==> src/rtl/inpkt_rx_parser.sv <==
// -----------------------------------------------------------------------------
// inpkt_rx_parser
// Parses the byte stream read from input_fifo (8-bit, first-word-fall-through)
// into packets: an 8-byte header is validated, the payload is passed straight
// through to the application with back-pressure, and (optionally) a 4-byte
// little-endian payload checksum trailer is checked. Errors accumulate in a
// sticky status byte; any error parks the parser until RST.
//
// Build option:
//   INPKT_DATA_CKSUM_EN  defined   -> 4-byte trailer (~sum32 of payload) is
//                                     expected and checked, status[5] is live.
//                        undefined -> no trailer, status[5]=0, pkt_ok=1.
//
// Ports:
//   CLK        in   1   PKT_COMM_CLK
//   RST        in   1   synchronous, active-high reset
//   din        in   8   input_fifo dout
//   empty      in   1   input_fifo empty
//   rd_en      out  1   input_fifo read strobe (never asserted while empty)
//   dout       out  8   payload byte to the application (0 when wr_en=0)
//   wr_en      out  1   payload byte valid
//   full       in   1   application cannot accept a byte this cycle
//   pkt_type   out  8   type of the current packet
//   pkt_id     out  16  id of the current packet
//   pkt_len    out  24  payload length of the current packet
//   pkt_start  out  1   one-cycle pulse, header accepted
//   pkt_done   out  1   one-cycle pulse, packet complete
//   pkt_ok     out  1   qualifies pkt_done (1 = trailer good)
//   status     out  8   sticky errors [0]ver [1]type [2]hdr_cksum [3]len0
//                       [4]len_ovf [5]data_cksum [7:6]=0
//
// States:
//   S_HDR   | collecting the 8 header bytes, checks run on the last one
//   S_DATA  | forwarding payload bytes, down-counter tracks remaining length
//   S_CKSUM | collecting the 4-byte trailer (checksum build only)
//   S_ERR   | error seen, nothing read or written until RST
// -----------------------------------------------------------------------------
module inpkt_rx_parser #(
  parameter logic [7:0] VERSION      = 8'd2,
  parameter int         PKT_TYPE_MAX = 7,
  parameter int         PKT_LEN_MSB  = 16
) (
  input  logic        CLK,
  input  logic        RST,
  input  logic [7:0]  din,
  input  logic        empty,
  output logic        rd_en,
  output logic [7:0]  dout,
  output logic        wr_en,
  input  logic        full,
  output logic [7:0]  pkt_type,
  output logic [15:0] pkt_id,
  output logic [23:0] pkt_len,
  output logic        pkt_start,
  output logic        pkt_done,
  output logic        pkt_ok,
  output logic [7:0]  status
);

  localparam logic [7:0]  TYPE_MAX = 8'(PKT_TYPE_MAX);
  localparam logic [23:0] LEN_MASK = 24'((64'd1 << (PKT_LEN_MSB + 1)) - 64'd1);

  typedef enum logic [1:0] {
    S_HDR   = 2'd0,
    S_DATA  = 2'd1,
    S_CKSUM = 2'd2,
    S_ERR   = 2'd3
  } state_t;

  state_t      state_q;
  logic [2:0]  cnt_q;
  logic [55:0] hdr_q;
  logic [23:0] data_cnt_q;
  logic [7:0]  pkt_type_q;
  logic [15:0] pkt_id_q;
  logic [23:0] pkt_len_q;
  logic        pkt_start_q;
  logic        pkt_done_q;
  logic        pkt_ok_q;
  logic [4:0]  hdr_stat_q;

`ifdef INPKT_DATA_CKSUM_EN
  logic [31:0] sum_q;
  logic [23:0] tr_q;
  logic        dcs_err_q;
`endif

  // Header bytes 0..6 are shifted in from the top, so after seven bytes byte 0
  // sits in [7:0]; byte 7 (hcs) is still on din when the checks are evaluated.
  logic [7:0]  hdr_sum;
  logic [23:0] hdr_len;
  logic [4:0]  hdr_err;

  assign hdr_len = hdr_q[39:16];
  assign hdr_sum = hdr_q[7:0] + hdr_q[15:8] + hdr_q[23:16] + hdr_q[31:24] +
                   hdr_q[39:32] + hdr_q[47:40] + hdr_q[55:48];

  assign hdr_err[0] = (hdr_q[7:0] != VERSION);
  assign hdr_err[1] = (hdr_q[15:8] == 8'd0) || (hdr_q[15:8] > TYPE_MAX);
  assign hdr_err[2] = (din != ~hdr_sum);
  assign hdr_err[3] = (hdr_len == 24'd0);
  assign hdr_err[4] = |(hdr_len & ~LEN_MASK);

  // Reads are gated by RST so no FIFO byte is lost while reset is held.
  always_comb begin
    rd_en = 1'b0;
    if (!RST) begin
      case (state_q)
        S_HDR:   rd_en = !empty;
        S_DATA:  rd_en = !empty && !full;
`ifdef INPKT_DATA_CKSUM_EN
        S_CKSUM: rd_en = !empty;
`endif
        default: rd_en = 1'b0;
      endcase
    end
  end

  assign wr_en = (state_q == S_DATA) && rd_en;
  assign dout  = wr_en ? din : 8'h00;

  always_ff @(posedge CLK) begin
    if (RST) begin
      state_q     <= S_HDR;
      cnt_q       <= 3'd0;
      hdr_q       <= 56'd0;
      data_cnt_q  <= 24'd0;
      pkt_type_q  <= 8'd0;
      pkt_id_q    <= 16'd0;
      pkt_len_q   <= 24'd0;
      pkt_start_q <= 1'b0;
      pkt_done_q  <= 1'b0;
      pkt_ok_q    <= 1'b0;
      hdr_stat_q  <= 5'd0;
`ifdef INPKT_DATA_CKSUM_EN
      sum_q       <= 32'd0;
      tr_q        <= 24'd0;
      dcs_err_q   <= 1'b0;
`endif
    end else begin
      pkt_start_q <= 1'b0;
      pkt_done_q  <= 1'b0;
      pkt_ok_q    <= 1'b0;
      case (state_q)
        S_HDR: begin
          if (rd_en) begin
            if (cnt_q == 3'd7) begin
              cnt_q <= 3'd0;
              if (hdr_err == 5'd0) begin
                state_q     <= S_DATA;
                pkt_start_q <= 1'b1;
                pkt_type_q  <= hdr_q[15:8];
                pkt_id_q    <= hdr_q[55:40];
                pkt_len_q   <= hdr_len;
                data_cnt_q  <= hdr_len;
`ifdef INPKT_DATA_CKSUM_EN
                sum_q       <= 32'd0;
`endif
              end else begin
                state_q    <= S_ERR;
                hdr_stat_q <= hdr_stat_q | hdr_err;
              end
            end else begin
              cnt_q <= cnt_q + 3'd1;
              hdr_q <= {din, hdr_q[55:8]};
            end
          end
        end
        S_DATA: begin
          if (rd_en) begin
            data_cnt_q <= data_cnt_q - 24'd1;
`ifdef INPKT_DATA_CKSUM_EN
            sum_q <= sum_q + {24'd0, din};
            if (data_cnt_q == 24'd1) state_q <= S_CKSUM;
`else
            if (data_cnt_q == 24'd1) begin
              state_q    <= S_HDR;
              pkt_done_q <= 1'b1;
              pkt_ok_q   <= 1'b1;
            end
`endif
          end
        end
`ifdef INPKT_DATA_CKSUM_EN
        S_CKSUM: begin
          if (rd_en) begin
            if (cnt_q == 3'd3) begin
              cnt_q      <= 3'd0;
              pkt_done_q <= 1'b1;
              if ({din, tr_q} == ~sum_q) begin
                pkt_ok_q <= 1'b1;
                state_q  <= S_HDR;
              end else begin
                dcs_err_q <= 1'b1;
                state_q   <= S_ERR;
              end
            end else begin
              cnt_q <= cnt_q + 3'd1;
              tr_q  <= {din, tr_q[23:8]};
            end
          end
        end
`endif
        S_ERR: begin
          state_q <= S_ERR;
        end
        default: begin
          state_q <= S_HDR;
        end
      endcase
    end
  end

  assign pkt_type  = pkt_type_q;
  assign pkt_id    = pkt_id_q;
  assign pkt_len   = pkt_len_q;
  assign pkt_start = pkt_start_q;
  assign pkt_done  = pkt_done_q;
  assign pkt_ok    = pkt_ok_q;

`ifdef INPKT_DATA_CKSUM_EN
  assign status = {2'b00, dcs_err_q, hdr_stat_q};
`else
  assign status = {3'b000, hdr_stat_q};
`endif

endmodule

==> config.mk <==
export PLATFORM = sky130hd
export DESIGN_NAME = inpkt_rx_parser
export DESIGN_NICKNAME = d
export VERILOG_FILES = /design/src/rtl/inpkt_rx_parser.sv
export SDC_FILE = /design/constraint.sdc
export NUM_CORES = 1
export LEC_CHECK = 0
export CORE_MARGIN = 1.5
export CORE_UTILIZATION = 56
export DETAILED_ROUTE_END_ITERATION = 10
export PLACE_DENSITY = 0.8
export SYNTH_ARGS = -nofsm -noshare
export SYNTH_HDL_FRONTEND = slang
export SYNTH_SLANG_ARGS = --single-unit
==> constraint.sdc <==
create_clock -name CLK -period 5.5 [get_ports CLK]
set_clock_uncertainty 0.1 [all_clocks]
set_input_delay 0.55 -clock CLK [delete_from_list [all_inputs] [get_ports CLK]]
set_output_delay 0.55 -clock CLK [all_outputs]
set_load 0.01 [all_outputs]
# ---- Word-level counts from Yosys, hierarchy flattened
# Cells that the tools add are included.
dict set report totals {
  regBits 140
  input_bits 12
  wordCells 73
}
dict set report classes {
  n_addsub 8
  n_lt_le_gt_ge 1
  n_eq_ne 11
  mux 17
  bitwise 7
  reduce_logical 19
}
# cell n
set ops {}
lappend ops {{24-bit two-way mux} 4}
lappend ops {{8-bit adder} 6}
lappend ops {{24-bit case mux with 2 select lines} 1}
lappend ops {{24-bit by 1-bit == test with 1-bit output, second input constant} 1}
lappend ops {{24-bit logical NOT} 1}
lappend ops {{24-bit by 1-bit subtractor with 24-bit output, second input constant} 1}
lappend ops {{4-bit AND reduction} 3}
lappend ops {{2-bit two-way mux} 5}
lappend ops {{8-bit by 3-bit > comparator with 1-bit output, second input constant} 1}
lappend ops {{8-bit logical NOT} 1}
lappend ops {{8-bit two-way mux} 1}
lappend ops {{2-bit != test, second input constant} 4}
lappend ops {{8-bit by 2-bit != test with 1-bit output, second input constant} 1}
lappend ops {{8-bit != test} 1}
lappend ops {{8-bit NOT} 1}
lappend ops {{7-bit OR reduction} 1}
lappend ops {{2-bit case mux with 3 select lines} 1}
lappend ops {{5-bit logical NOT} 1}
lappend ops {{1-bit NOT} 5}
lappend ops {{5-bit OR} 1}
lappend ops {{5-bit AND reduction} 1}
lappend ops {{4-bit OR reduction} 1}
lappend ops {{3-bit by 1-bit adder with 3-bit output, second input constant} 1}
lappend ops {{3-bit == test, second input constant} 1}
lappend ops {{other kinds (14)} 18}

# ---- Longest topological paths before layout
dict set report depth {
  ltp_word 13
  mapped_depth 20
  depth_no_buf 18
}

# ---- Worst setup path before layout
# Ideal clock, no wire load.
dict set report synth_timing {
  kind {register -> register}
  from {register hdr_q[2]}
  to {register data_cnt_q[4]}
  arrival_time_ps 4747
  required_time_ps 5278
  slack_ps 531
  path_stages_with_launch 17
  path_cell_list {dfxtp_1 fa_1 inv_1 fa_1 fa_1 inv_1 fa_1 inv_1 fa_1 xnor2_1 nand3_1 a2111oi_0 nand4_1 o31a_1 or2_0 buf_2 a311o_1}
}
dict set report synth_between {
  elab_chain_len 11
}
# element line_no
set synth_lines {}
lappend synth_lines {{from (decl)} 72} ;# logic [55:0] hdr_q;
lappend synth_lines {{from (signal assigned)} 165} ;# hdr_q <= {din, hdr_q[55:8]};
lappend synth_lines {{8-bit adder (4 in a row)} 95} ;# assign hdr_sum = hdr_q[7:0] + hdr_q[15:8] + hdr_q[23:16] + hdr_q[31:24] +
lappend synth_lines {{8-bit adder (2 in a row)} 96} ;# hdr_q[39:32] + hdr_q[47:40] + hdr_q[55:48];
lappend synth_lines {{8-bit NOT} 100} ;# assign hdr_err[2] = (din != ~hdr_sum);
lappend synth_lines {{8-bit != test} 100}
lappend synth_lines {{5-bit logical NOT (*)} 149} ;# if (hdr_err == 5'd0) begin
lappend synth_lines {{2-bit != test (no source line) (*)} --}
lappend synth_lines {{5-bit AND reduction (no source line) (*)} --}
lappend synth_lines {{to (signal assigned)} 155} ;# data_cnt_q <= hdr_len;
lappend synth_lines {{to (signal assigned)} 171} ;# data_cnt_q <= data_cnt_q - 24'd1;
lappend synth_lines {{to (decl)} 73} ;# logic [23:0] data_cnt_q;
# Mark *: on every way between the ends. The rest lies on a longest branch, timed or not.
# A chain may end at the register's enable or synchronous reset.

# ---- Worst setup path in the final report
dict set report layout_timing {
  from {register hdr_q[10]}
  to {register pkt_id_q[12], in the netlist pkt_id[12]}
}
dict set report layout_between {
  elab_chain_len 10
}
# element line_no
set layout_lines {}
lappend layout_lines {{8-bit adder (4 in a row)} 95}
lappend layout_lines {{8-bit adder (2 in a row)} 96}
lappend layout_lines {{8-bit NOT} 100}
lappend layout_lines {{8-bit != test} 100}
lappend layout_lines {{5-bit logical NOT (*)} 149}
lappend layout_lines {{4-bit AND reduction (no source line) (*)} --}
lappend layout_lines {{to (signal assigned)} 153} ;# pkt_id_q <= hdr_q[55:40];
lappend layout_lines {{to (decl)} 75} ;# logic [15:0] pkt_id_q;
# Marked as above.

==> key figures <==
Place
  – GP Congestion: 0.913
  – Placed cell count: 1030
  – Detailed placement HPWL: 12600 microns
  – PortBufs: 77
  – Placement Setup Slack: -0.0856 ns

Logic synthesis
  – Post-synth EDFFs: 0
  – Compound-Gate Fraction of Synth Area: 12.3%
  – Yosys warns: 0
  – Yosys reg bits: 140
  – Cells after Synth: 815
  – Cell Area, Synth: 0.00702 sq mm
  – Adder-cell area share of the yosys netlist: 12.0%
  – Async set-reset flop share out of synthesis: 0%
  – Synth Area in Simple Gates: 19.7%
  – Main flop type after synthesis: dfxtp_1
  – Part of the Yosys area used for sequential elements: about two fifths
  – Post-synthesis mux area share: 6.13%
  – Largest family of logic cells by synthesized area: simple AND/OR/NAND/NOR gates
  – Post-Synth XOR/XNOR Area: 3.08%
  – Syn avg cell area: roughly 8.6 sq um
  – Distinct cells, synth: 55

Global routing
  – Pin count of the biggest net entering global routing: 102
  – Initial antenna violation count: 0
  – Met3 usage: under 10%
  – Met1 Use GR: 39.7%
  – Wire length of the first global-routing pass: 31200 microns
  – Vias in the first global route: 6092
  – Grt ovf: 0
  – Overall Global Routing Usage: 30.8%
  – Global-route met2 utilization: 48.3%
  – GRT Max-Usage Layer: met2

Setup path
  – Crit path max-delay cell type: fa_1
  – Critical path class: reg2reg
  – Startpoint types: register
  – CP required: 5.67 ns
  – Worst stage delay on the critical path: between 0.5 and 0.6 ns
  – Critical path arrival: between 5 and 6 ns
  – CP most frequent cell: fa_1
  – Largest delay share family, worst path: adder cells
  – Crit-path cells: fa_1 > inv_1 > fa_1 > fa_1 > inv_1 > fa_1 > inv_1 > fa_1 > nand2b_1 > a21oi_1 > a31oi_1 > xnor2_2 > nor4_4 > buf_4 > buf_6 > mux2i_1 > nor2_1
  – Buf/Inv on CP: 5
  – CP max FO: 14
  – Setup crit end kind: register

Timing
  – Slew @ Worst Pin: 1.17 ns
  – Worst setup margin: 0.172 ns
  – Hold Vio Cnt, Final: 0
  – RSZ-0062 raised after global routing: true
  – Fmax: between 150 and 200 MHz
  – Final setup viols: 0
  – Fin crit share: 96.9%
  – Fin. max-slew vios: 0
  – Max_slew headroom: between 20% and 30%
  – Min Clock Period, post-route: 5.33 ns

Routing
  – DRT Pass-1 Iters: 5
  – DRC viols: 0
  – Vias: 6258
  – Post-Route WL: 19300 microns
  – Remaining antenna violation count: 0
  – DR WL/cell: between 15 and 20 microns
  – Iter 0 DRT Violations: between 500 and 600
  – Vias per inst: 5.88

Power and ir drop
  – Leakage power: about 0.0033 uW
  – Pwr dens: 330 mW/mm^2
  – Sequential power share: 37.4%
  – Clock share of power: 39.9%
  – Sw Ratio: around 32%
  – Combinational Power Share: 22.7%
  – Psw: 916 uW
  – Internal power: 1930 uW
  – Worst IR Drop VDD: approximately 0.00024 V

Job
  – Max_cap viols: 0

CTS
  – Clock transition at path regs: around 0.060 ns
  – H-tree levels: 4
  – Num CTS Buffers: 17
  – Max Root-Sink Buffers: 2
  – Clk sink count: between 100 and 150
  – TritonCTS clock tree: yes
  – CTS Hold Bufs: 0
  – Root buf cell: clkbuf_16
  – Clock latency on the worst-skew pair: roughly 0.43 ns

Floorplan
  – Die area: 0.0132 sq mm
  – DIE WIDTH: 115 microns
  – Die Span Y: 115 microns
  – Initial core utilization: 58.0%
  – Core area: 0.0121 sq mm
  – Io pins: 81
  – # rows: 40

Layout
  – Share of cells above drive strength 1: under 10%
  – Final nets: 944
  – Fin cells: roughly 1100
  – Fillers: roughly 930
  – Antenna Cells: 0
  – Most common cell after layout, fill and taps aside: dfxtp_1
  – Most frequent cells in the layout: dfxtp_1 (140), nand2_1 (122), a21oi_1 (82)
  – Layout Utilization: 71.2%
  – Layout area overhead: 22.8%

Outcome
  – Run status: finished clean

Min path
  – Hold Crit Class: in2reg
## timing repair
item,4_1_cts,5_1_grt
pin swaps,0,1
cloned,0,1
resized for setup,2,15
setup endpoints to repair,13,71
buffers inserted,0,2
## layout make-up
class	count	area, sq um	area share (%)
sequential	140	2800	32.5
timing repair buffer	104	980	11.4
multi-input combinational	558	3800	44.1
inverter	63	236	2.74
clock inverter	8	82.6	0.957
clock buffer	23	508	5.89
tap	168	210	2.44
## Yosys cell counts (9+ instances only)
cell / number / area share (%)
fa_1: 32 / 9.1
mux2i_1: 43 / 6.1
dfxtp_1: 140 / 40
nor3_1: 25 / 1.8
and2_1: 13 / 1.2
xnor2_1: 14 / 1.7
or3_1: 10 / 0.89
inv_1: 62 / 3.3
and3_1: 12 / 1.1
a21oi_1: 82 / 5.8
nor2_1: 80 / 4.3
nor4_1: 11 / 0.98
o311ai_0: 9 / 1.1
ha_1: 16 / 2.9
nand2_1: 122 / 6.5
clkbuf_1: 42 / 2.2
o32ai_1: 12 / 1.5
## worst register-to-register path: cells and delay by family (launching register included)
kind	cells	cell delay (ns)
fa+ha+maj	5	2.60
flops	1	0.37
simple gates	3	0.54
mux	1	0.26
compound gates	2	0.46
xor+xnor	1	0.22
buf+inv	5	0.63
## cell families (layout without fill, tap and decap cells)
family | Yosys count | count (layout)
adders and majority gates | 48 | 48
xor gates and xnor gates | 20 | 20
other | 1 | 3
AOI/OAI and AO/OA | 140 | 140
muxes | 43 | 43
DFF | 140 | 140
and+or+nand+nor | 304 | 304
buffers and inverters | 119 | 198
## power by group through the flow
stage / clock (uW) / combinational (uW) / sequential [uW]
2_1_floorplan: 0 / 464 / 1080
3_3_place_gp: 0 / 582 / 1080
3_5_place_dp: 0 / 607 / 1090
4_1_cts: 1150 / 617 / 1070
5_1_grt: 1190 / 705 / 1070
6_report: 1140 / 645 / 1070
## per-stage QoR
stage / hold slack [ns] / instance area, sq um / power [uW] / TNS [ns]
4_1_cts: 0.299 / 8560 / 2830 / -0.0508
2_1_floorplan: 0.336 / 7030 / 1540 / 0
6_report: 0.314 / 8620 / 2850 / 0
3_3_place_gp: 0.337 / 7960 / 1670 / 0
5_1_grt: 0.331 / 8620 / 2960 / -0.202
3_5_place_dp: 0.344 / 7960 / 1690 / -0.918
## routing by layer
metal  share of wire [%]  up-vias  wire length (microns)
met5                   0        -                      0
met4                 3.3        0                    634
met3                 8.6       53                   1670
met2                  47      317                   9110
met1                  41     3006                   7940
li1                    -     2882                      -
## worst paths after layout
kind	from	slack, ns	cells after the start	end
setup / recovery	hdr_q[10]$_SDFFE_PP0P_	0.17	17	pkt_id[12]$_SDFFE_PP0P_
hold / removal	RST	0.31	2	hdr_stat_q[3]$_SDFFE_PP0P_
setup reg to reg	hdr_q[10]$_SDFFE_PP0P_	0.17	17	pkt_id[12]$_SDFFE_PP0P_
hold reg to reg	pkt_len[18]$_SDFFE_PP0P_	0.36	1	pkt_len[18]$_SDFFE_PP0P_
## sequential cells by signal, summed over array words and instances, names as in the netlist
register    cells
data_cnt_q     24
hdr_q          56
hdr_stat_q      5
pkt_id         16
cnt_q           3
pkt_type        8
pkt_start       1
pkt_ok          1
pkt_len        24
state_q         2
Power figures use the tool's default switching activity.
